===== src/rtl/tick_gen_pkg.sv =====
// Shared constants and types for the tick/square-wave generator.
//   MODE_PERIODIC / MODE_ONESHOT : channel run modes
//   chan_state_e                 : per-channel state (IDLE = 0, RUN = 1)
//   DEF_DIV                      : reset divisor, 100 Hz square wave at CLK_HZ
//   CLK_HZ                       : system clock frequency
package tick_gen_pkg;

  localparam logic MODE_PERIODIC = 1'b0;
  localparam logic MODE_ONESHOT  = 1'b1;

  typedef enum logic {
    StIdle = 1'b0,
    StRun  = 1'b1
  } chan_state_e;

  localparam int unsigned DEF_DIV = 500_000;
  localparam int unsigned CLK_HZ  = 100_000_000;

endpackage


===== src/rtl/tick_chan.sv =====
// One tick/square-wave channel: counter, shadow and active divisor/mode, run state.
// Ports:
//   clk, rst_n   : clock, asynchronous active-low reset
//   i_cfg_we     : write shadow divisor/mode of this channel
//   i_cfg_div    : new divisor (0 is treated as 1)
//   i_cfg_mode   : 0 periodic, 1 one-shot
//   i_start      : start/restart pulse
//   i_stop       : stop pulse (wins over i_start)
//   o_tick       : one-cycle pulse at terminal count
//   o_sq         : toggles at terminal count
//   o_busy       : channel is running
module tick_chan #(
  parameter int unsigned CNT_W      = 27,
  parameter int unsigned DEF_DIV    = tick_gen_pkg::DEF_DIV,
  parameter bit          AUTO_START = 1'b0
) (
  input  logic             clk,
  input  logic             rst_n,
  input  logic             i_cfg_we,
  input  logic [CNT_W-1:0] i_cfg_div,
  input  logic             i_cfg_mode,
  input  logic             i_start,
  input  logic             i_stop,
  output logic             o_tick,
  output logic             o_sq,
  output logic             o_busy
);
  import tick_gen_pkg::*;

  chan_state_e      r_state;
  logic [CNT_W-1:0] r_cnt;
  logic [CNT_W-1:0] r_div;
  logic             r_mode;
  logic [CNT_W-1:0] r_sdiv;
  logic             r_smode;
  logic             r_tick;
  logic             r_sq;

  logic [CNT_W-1:0] w_cfg_div;
  logic             w_terminal;

  always_comb begin
    w_cfg_div  = (i_cfg_div == '0) ? CNT_W'(1) : i_cfg_div;
    // r_div is never 0, so div-1 cannot underflow.
    w_terminal = (r_cnt == r_div - 1'b1);
  end

  always_ff @(posedge clk or negedge rst_n) begin
    if (!rst_n) begin
      r_state <= AUTO_START ? StRun : StIdle;
      r_cnt   <= '0;
      r_div   <= CNT_W'(DEF_DIV);
      r_mode  <= MODE_PERIODIC;
      r_sdiv  <= CNT_W'(DEF_DIV);
      r_smode <= MODE_PERIODIC;
      r_tick  <= 1'b0;
      r_sq    <= 1'b0;
    end else begin
      // Loads below read the pre-write shadow; a same-cycle write applies at the next load.
      if (i_cfg_we) begin
        r_sdiv  <= w_cfg_div;
        r_smode <= i_cfg_mode;
      end

      if (i_stop) begin
        r_state <= StIdle;
        r_cnt   <= '0;
        r_tick  <= 1'b0;
        r_sq    <= 1'b0;
      end else if (i_start) begin
        // tick/sq deliberately left as they are.
        r_state <= StRun;
        r_cnt   <= '0;
        r_div   <= r_sdiv;
        r_mode  <= r_smode;
      end else if (r_state == StRun) begin
        if (w_terminal) begin
          r_cnt  <= '0;
          r_tick <= 1'b1;
          r_sq   <= ~r_sq;
          r_div  <= r_sdiv;
          r_mode <= r_smode;
          // The mode of the period that just ended decides whether to continue.
          if (r_mode == MODE_ONESHOT) begin
            r_state <= StIdle;
          end
        end else begin
          r_cnt  <= r_cnt + 1'b1;
          r_tick <= 1'b0;
        end
      end else begin
        r_cnt  <= '0;
        r_tick <= 1'b0;
      end
    end
  end

  assign o_tick = r_tick;
  assign o_sq   = r_sq;
  assign o_busy = (r_state == StRun);

endmodule


===== src/rtl/tick_gen.sv =====
// Multi-channel tick and 50 % square-wave generator.
// Ports:
//   clk, rst_n : clock, asynchronous active-low reset
//   cfg_we     : write shadow divisor/mode of channel cfg_ch
//   cfg_ch     : target channel; values >= N_CH are ignored
//   cfg_div    : new divisor (0 is treated as 1)
//   cfg_mode   : 0 periodic, 1 one-shot
//   start      : per-channel start/restart pulse
//   stop       : per-channel stop pulse
//   tick       : per-channel one-cycle pulse at terminal count
//   sq         : per-channel square wave, period 2*div
//   busy       : per-channel running flag
module tick_gen #(
  parameter int unsigned       N_CH       = 4,
  parameter int unsigned       CNT_W      = 27,
  parameter int unsigned       DEF_DIV    = tick_gen_pkg::DEF_DIV,
  parameter logic [N_CH-1:0]   AUTO_START = '0,
  localparam int unsigned      CH_W       = (N_CH > 1) ? $clog2(N_CH) : 1
) (
  input  logic             clk,
  input  logic             rst_n,
  input  logic             cfg_we,
  input  logic [CH_W-1:0]  cfg_ch,
  input  logic [CNT_W-1:0] cfg_div,
  input  logic             cfg_mode,
  input  logic [N_CH-1:0]  start,
  input  logic [N_CH-1:0]  stop,
  output logic [N_CH-1:0]  tick,
  output logic [N_CH-1:0]  sq,
  output logic [N_CH-1:0]  busy
);
  import tick_gen_pkg::*;

  logic [N_CH-1:0] w_cfg_we;

  for (genvar i = 0; i < N_CH; i++) begin : g_chan
    // Out-of-range cfg_ch matches no channel, so the write is dropped.
    assign w_cfg_we[i] = cfg_we && (cfg_ch == CH_W'(i));

    tick_chan #(
      .CNT_W      (CNT_W),
      .DEF_DIV    (DEF_DIV),
      .AUTO_START (AUTO_START[i])
    ) u_chan (
      .clk        (clk),
      .rst_n      (rst_n),
      .i_cfg_we   (w_cfg_we[i]),
      .i_cfg_div  (cfg_div),
      .i_cfg_mode (cfg_mode),
      .i_start    (start[i]),
      .i_stop     (stop[i]),
      .o_tick     (tick[i]),
      .o_sq       (sq[i]),
      .o_busy     (busy[i])
    );
  end

endmodule


===== config.mk =====
export PLATFORM = sky130hd
export DESIGN_NAME = tick_gen
export DESIGN_NICKNAME = d
export VERILOG_FILES = /design/src/rtl/tick_gen_pkg.sv /design/src/rtl/tick_chan.sv /design/src/rtl/tick_gen.sv
export SDC_FILE = /design/constraint.sdc
export NUM_CORES = 1
export LEC_CHECK = 0
export ABC_CLOCK_PERIOD_IN_PS = 4900
export CORE_ASPECT_RATIO = 0.5
export CORE_MARGIN = 10
export CORE_UTILIZATION = 45
export CTS_BUF_LIST = sky130_fd_sc_hd__clkbuf_8
export CTS_CLUSTER_DIAMETER = 100
export DETAILED_ROUTE_END_ITERATION = 8
export GPL_ROUTABILITY_DRIVEN = 1
export SETUP_SLACK_MARGIN = 0.15
export SLEW_MARGIN = 20
export SYNTH_ARGS = -nofsm -noshare
export SYNTH_HDL_FRONTEND = slang
export SYNTH_HIERARCHICAL = 1
export SYNTH_SLANG_ARGS = --single-unit

===== constraint.sdc =====
create_clock -name clk -period 4.9 [get_ports clk]
set_input_delay 1.225 -clock clk [delete_from_list [all_inputs] [get_ports clk]]
set_output_delay 1.225 -clock clk [all_outputs]
set_load 0.01 [all_outputs]

==> results.md, run 1 <==
* Critical Path RT at 5.37 ns
* Total clock sinks at 344
* Port Buffers at 52
* CP peak stage delay at 0.70 ns
* Max Clk Rate at 0.243 GHz
* IO Pins at 53
* # resized after CTS at 0
* DR iter-0 viols at 1,148
* Synthesized area at 19,100 sq um
* Post-route cell area at 21,300 sq um
* Fin crit period at 4.11 ns
* Rel. slew slack at 0.440
* Final RePlAce weighted congestion at 0.906
* Reg-to-reg startpoint: g_chan[2].u_chan/r_div[3]$_DFFE_PN0P_
* Asr flop ratio synth at 1.00
* Synth Area per Inst at 11.0 sq um
* Register Area at 8680 sq um
* Syn nets at 1,786
* R2R Setup Slk at 0.79 ns
* Net load switching power at 2.56 mW
* CP endpoint: g_chan[2].u_chan/r_div[14]$_DFFE_PN0P_
* Sequential share of power at 0.483
* # placed instances at 2,318
* Type of origin of the critical path: register
* Detailed Place HPWL at 32,700 um
* GRT Residual Overflow at 0
* Pwr per Cell Area at 384 nW/um^2
* Total wire length at 46,700 um
* Reg2Reg Depth at 9
* Full die area at 51,600 sq um
* Worst setup margin at 0.791 ns
* Non-Filler Instances at 2,413
* DRC errors left at 0
* Final hold vios at 0
* Max clock buf depth at 3
* EDFF count, synth at 0
* DIE HEIGHT at 166 um
* Multi-input logic area at 9920 sq um
* Tcrit/Tclk final at 0.839
* RSZ-0062 raised after global routing: no
* Unique masters post-synth at 96
* Layout cell share with drive strength beyond 1 at 0.220
* Worst hold path class: reg2reg
* Hold path startpoint: g_chan[1].u_chan/r_sdiv[21]$_DFFE_PN0P_
* Peak VDD IR at 0.223 mV
* Max-cap violations at 0
* Initial antenna violation count at 4
* Pin slew with the least headroom to its limit at 0.832 ns
* Pwr Total at 8.18 mW
* Max FO, Critical Path at 28
* Total GRT Usage at 0.178
* Via/cell ratio at 5.66
* Leakage power at 8.21 nW
* Final hold slack at 0.480 ns
* Most common flop cell mapped by yosys: dfrtp_1
* Crit Path Category: reg2reg
* Final setup TNS at 0 ns
* DP Area at 20,200 sq um
* Synth-to-Final Area Change at 11.4%
* Sw frac at 0.313
* Mapped Cells at 1,737
* Pre-CTS WS at 0.844 ns
* Final core utilization at 0.507
* Routed len/inst at 19.3 um
* Nets at 1,843
* Crit. Startpoint: g_chan[2].u_chan/r_div[3]$_DFFE_PN0P_
* Pint at 5.62 mW
* Num rows at 53
* CTS root buffer: clkbuf_8
* Worst Hold Depth at 1
* Via Count at 13,654
* Die X at 311 um
* Vias in the first global route at 13,305
* First-pass GRT wire length at 76,000 um
* Fin Clk Skew at 0.0208 ns
* Seq/Total Area, Yosys at 0.454
* #FFs+latches synth at 344
* Clk Latency, worst-skew pair at 0.60 ns
* Core Region at 42,000 sq um
* H-tree depth at 2
* CTS Buf Count at 51
* Antenna viol nets, final at 0
* Initial Utilization at 0.455
* Status: finished clean
* CTS clk-pin slew, worst paths at 0.07 ns
* # hold bufs at CTS at 0
* Post-CTS Setup Inserts at 0
* Fillers at 3,706
* RR Endpoint: g_chan[2].u_chan/r_div[14]$_DFFE_PN0P_
* Largest net degree at the start of global routing at 102
* Max-slew violations at 0
* Synthesis Warnings at 6
* Worst setup EP type: register
* Slowest-stage cell, CP: nor4_1
* Arrival @ worst endpoint at 4.58 ns
* Drt first pass iters at 5
* Comb power frac at 0.209
* CTS tree: yes
* CP Cell Sequence: nor4_1 > nand4_1 > nor3_1 > xnor2_1 > or4b_1 > or4_4 > o21ai_4 > buf_4 > mux2_2
* Clock power frac at 0.308
* Final setup fails at 0
==> Yosys cell counts, drive strengths merged (13+ instances only) <==
library cell  instances  share of area
a21oi                18         0.0047
o21ai                26         0.0074
xor2                101          0.046
nand2b               19         0.0062
nor2                 96          0.019
inv                  37         0.0073
nor3                135          0.041
dfstp                56          0.077
and3                 25         0.0083
mux2                225           0.14
buf                  25          0.012
clkbuf               47         0.0094
nand4                41          0.013
nor4                 67          0.024
dfrtp               288           0.38
xnor2               122          0.056
or4                  41          0.018
nand3                65          0.017
or3                  27         0.0092
nor3b                13         0.0054
nand2                63          0.013
==> metal layers <==
| layer | vias to the layer above | share of wire | wire, um | track usage |
|---|---|---|---|---|
| li1 | 6536 | - | - | - |
| met1 | 6770 | 0.52 | 24200 | 0.278 |
| met2 | 291 | 0.42 | 19500 | 0.252 |
| met3 | 57 | 0.049 | 2270 | 0.0255 |
| met4 | 0 | 0.015 | 708 | 0.0394 |
| met5 | - | 0 | 0 | 0 |
==> cell usage in the layout, fill, tap and decap left out, types with 5 or more instances in the layout <==
cell	n
and3_1	23
a31o_2	5
nand2b_1	19
or4_1	33
nand3_1	65
xor2_1	101
or3_1	25
inv_1	57
nor4_1	62
o211ai_1	12
o21ai_0	24
a211oi_1	9
clkdlybuf4s50_1	51
a22oi_1	6
o31ai_1	5
a21oi_1	18
nor2b_1	12
nor3_2	21
or2_2	7
mux2_1	45
o211a_1	6
nor3b_1	12
nor3_1	114
or4_4	8
ha_1	8
nor2_1	96
clkbuf_8	67
nand2_1	62
dfrtp_1	288
nand3b_1	5
nor4b_1	8
a41oi_1	7
xnor2_1	122
and4_1	11
nand4_1	41
mux2_2	159
buf_4	22
mux2_4	21
dfstp_2	56
o311ai_0	7
==> how the worst min path moves through the flow <==
stage,endpoint
floorplan,g_chan[0].u_chan/o_busy$_DFF_PN0_
global placement,g_chan[0].u_chan/r_div[25]$_DFFE_PN0P_
detailed placement,g_chan[0].u_chan/r_div[26]$_DFFE_PN0P_
CTS,g_chan[3].u_chan/r_div[23]$_DFFE_PN0P_
global route,g_chan[3].u_chan/r_div[23]$_DFFE_PN0P_
finish,g_chan[1].u_chan/r_div[21]$_DFFE_PN0P_
==> state kept, by name, summed over array words and instances (netlist names) <==
signal,cells
g_chan.u_chan/o_tick,4
g_chan.u_chan/r_mode,4
g_chan.u_chan/r_div,108
g_chan.u_chan/r_smode,4
g_chan.u_chan/o_sq,4
g_chan.u_chan/o_busy,4
g_chan.u_chan/r_sdiv,108
g_chan.u_chan/r_cnt,108
==> worst max-delay path, delay by kind of cell, from the launching register on <==
family          cells  cell delay [ns]
compound gates      1             0.13
xor+xnor            1             0.11
buf+inv             1             0.43
flops               1             0.47
mux                 1             0.39
simple gates        5             2.43
==> cell families (layout without fill, tap and decap cells) <==
logic type,Yosys count,in the layout,synth area share
AND/OR/NAND/NOR,665,665,0.205
buffers and inverters,109,207,0.0283
other,0,1,0
AO/OA/AOI/OAI,157,157,0.0640
adder cells (fa/ha/maj),8,8,0.00524
flip-flops,344,344,0.454
multiplexers,229,229,0.139
XOR/XNOR,225,225,0.105
==> power groups by stage <==
stage / Sequential [mW] / Clock, mW / Combinational (mW)
global placement: 3.98 / 0 / 1.68
floorplan: 3.71 / 0 / 1.41
global route: 4.03 / 2.72 / 1.89
detailed placement: 3.99 / 0 / 1.70
finish: 3.95 / 2.52 / 1.71
CTS: 3.95 / 2.59 / 1.71
==> layout make-up <==
class	instances	share of cell area
timing repair buffer	76	0.0343
clock buffer	67	0.0433
sequential	344	0.407
clock inverter	27	0.00887
inverter	37	0.00652
tap	577	0.0339
multi-input combinational	1284	0.466
antenna	1	0.000117
Note: power is estimated with default switching activity, not from simulation.
==> run 2: changes to the inputs <==
- ABC_CLOCK_PERIOD_IN_PS: 4900 -> 4200
- clock period: 4.9 -> 4.2 ns (I/O delays scaled with it)
==> results.md, run 2 (synthesized netlist as in run 1, its figures left out) <==
* # hold bufs at CTS at 0
* Reg-to-reg startpoint: g_chan[2].u_chan/r_div[3]$_DFFE_PN0P_
* Peak VDD IR at 0.191 mV
* Nets at 1,857
* Pwr per Cell Area at 435 nW/um^2
* Full die area at 51,600 sq um
* Crit Path Category: reg2reg
* Final hold slack at 0.470 ns
* Num rows at 53
* CTS Buf Count at 49
* Critical Path RT at 4.67 ns
* DR iter-0 viols at 1,095
* Layout cell share with drive strength beyond 1 at 0.226
* Reg2Reg Depth at 9
* Drt first pass iters at 5
* RR Endpoint: g_chan[2].u_chan/r_mode$_DFFE_PN0P_
* R2R Setup Slk at 0.36 ns
* Largest net degree at the start of global routing at 86
* Vias in the first global route at 13,221
* Fillers at 3,724
* Fin Clk Skew at 0.0163 ns
* CTS clk-pin slew, worst paths at 0.07 ns
* Rel. slew slack at 0.385
* Clk Latency, worst-skew pair at 0.60 ns
* Worst hold path class: in2async
* CTS tree: yes
* Leakage power at 8.24 nW
* Pin slew with the least headroom to its limit at 0.920 ns
* Final hold vios at 0
* Max clock buf depth at 3
* Most common cell after layout, fill and taps aside: dfrtp_1
* Max-slew violations at 0
* Initial antenna violation count at 5
* GRT Residual Overflow at 0
* Type of origin of the critical path: register
* Final setup TNS at 0 ns
* Initial Utilization at 0.455
* CTS root buffer: clkbuf_8
* Final setup fails at 0
* First-pass GRT wire length at 76,000 um
* Max-cap violations at 0
* CP endpoint: g_chan[2].u_chan/r_mode$_DFFE_PN0P_
* DRC errors left at 0
* Total GRT Usage at 0.178
* Core Region at 42,000 sq um
* Crit. Startpoint: g_chan[2].u_chan/r_div[3]$_DFFE_PN0P_
* Biggest regs: g_chan.u_chan/r_cnt x108, g_chan.u_chan/r_div x108, g_chan.u_chan/r_sdiv x108
* Fin crit period at 3.84 ns
* Total wire length at 46,800 um
* Synth-to-Final Area Change at 11.7%
* IO Pins at 53
* Via Count at 13,858
* Total clock sinks at 344
* Max Clk Rate at 0.261 GHz
* Routed len/inst at 19.3 um
* Worst setup EP type: register
* Via/cell ratio at 5.72
* Antenna viol nets, final at 0
* Tcrit/Tclk final at 0.914
* Port Buffers at 52
* RSZ-0062 raised after global routing: no
* Commonest non-fill, non-tap cells in the layout: 288 x dfrtp_1, 159 x mux2_2, 122 x xnor2_1
* Max FO, Critical Path at 28
* Status: finished clean
* Detailed Place HPWL at 32,900 um
* DIE HEIGHT at 166 um
* Arrival @ worst endpoint at 4.31 ns
* Final RePlAce weighted congestion at 0.873
* Die X at 311 um
* H-tree depth at 2
==> run 2: power breakdown <==
| group | total, mW | switching, mW | internal [mW] |
|---|---|---|---|
| combinational | 2.03 | 0.984 | 1.05 |
| sequential | 4.61 | 0.680 | 3.93 |
| clock | 2.65 | 1.30 | 1.35 |
| total | 9.29 | 2.96 | 6.33 |
==> run 2: worst min path at each step <==
| stage | to | slack (ns) | startpoint | depth (start not counted) |
|---|---|---|---|---|
| after CTS | g_chan[0].u_chan/r_cnt[0]$_DFF_PN0_ | 0.48 | rst_n | 1 |
| after global placement | g_chan[0].u_chan/r_div[22]$_DFFE_PN0P_ | 0.47 | g_chan[0].u_chan/r_sdiv[22]$_DFFE_PN0P_ | 1 |
| after detailed placement | g_chan[0].u_chan/r_div[23]$_DFFE_PN0P_ | 0.47 | g_chan[0].u_chan/r_sdiv[23]$_DFFE_PN0P_ | 1 |
| after global routing | g_chan[0].u_chan/r_cnt[3]$_DFF_PN0_ | 0.49 | rst_n | 1 |
| final | g_chan[0].u_chan/r_cnt[3]$_DFF_PN0_ | 0.47 | rst_n | 1 |
| after floorplan | g_chan[0].u_chan/o_busy$_DFF_PN0_ | 0.43 | g_chan[0].u_chan/r_mode$_DFFE_PN0P_ | 1 |
==> run 2: metal layers <==
| metal | vias up | global-route usage | wire length (um) | part of all wire |
|---|---|---|---|---|
| li1 | 6573 | - | - | - |
| met1 | 6904 | 0.277 | 24000 | 0.51 |
| met2 | 321 | 0.251 | 19300 | 0.41 |
| met3 | 60 | 0.0309 | 2800 | 0.060 |
| met4 | 0 | 0.0360 | 709 | 0.015 |
| met5 | - | 0 | 0 | 0 |
==> run 2: area by class of cell <==
type	instances	area, sq um	share of cell area
multi-input cells	1284	9940	0.465
clock inverters	29	145	0.00680
repair buffers	92	901	0.0422
diodes	1	2.50	0.000117
well taps	577	722	0.0338
flip-flops and latches	344	8680	0.406
clock buffers	60	826	0.0387
inverters	37	139	0.00650
==> run 2: metrics by stage <==
stage | utilization | power [mW] | setup WS, ns | instance area, sq um | cells
global route | 0.509 | 9.84 | 0.223 | 21400 | 2424
floorplan | - | 5.98 | 0.473 | 19100 | 1737
detailed placement | 0.485 | 6.67 | 0.316 | 20400 | 2334
CTS | 0.508 | 9.35 | 0.285 | 21300 | 2423
finish | 0.509 | 9.29 | 0.362 | 21400 | 2424
global placement | 0.485 | 6.63 | 0.363 | 20400 | 2334
==> run 2: critical path, cell delays in order (launching register included) <==
cell and delay, ns:
dfrtp_1 0.47, or4_4 0.61, or4_4 0.52, or4_1 0.43
a211oi_2 0.22, o2bb2ai_1 0.13, or4_4 0.56, o21ai_4 0.16
buf_12 0.24, mux2_2 0.36
==> run 2: what timing repair did <==
item | 4_1_cts | 5_1_grt
gates resized for setup | 0 | 4
setup endpoints to repair | 0 | 28
buffers inserted | 0 | 0
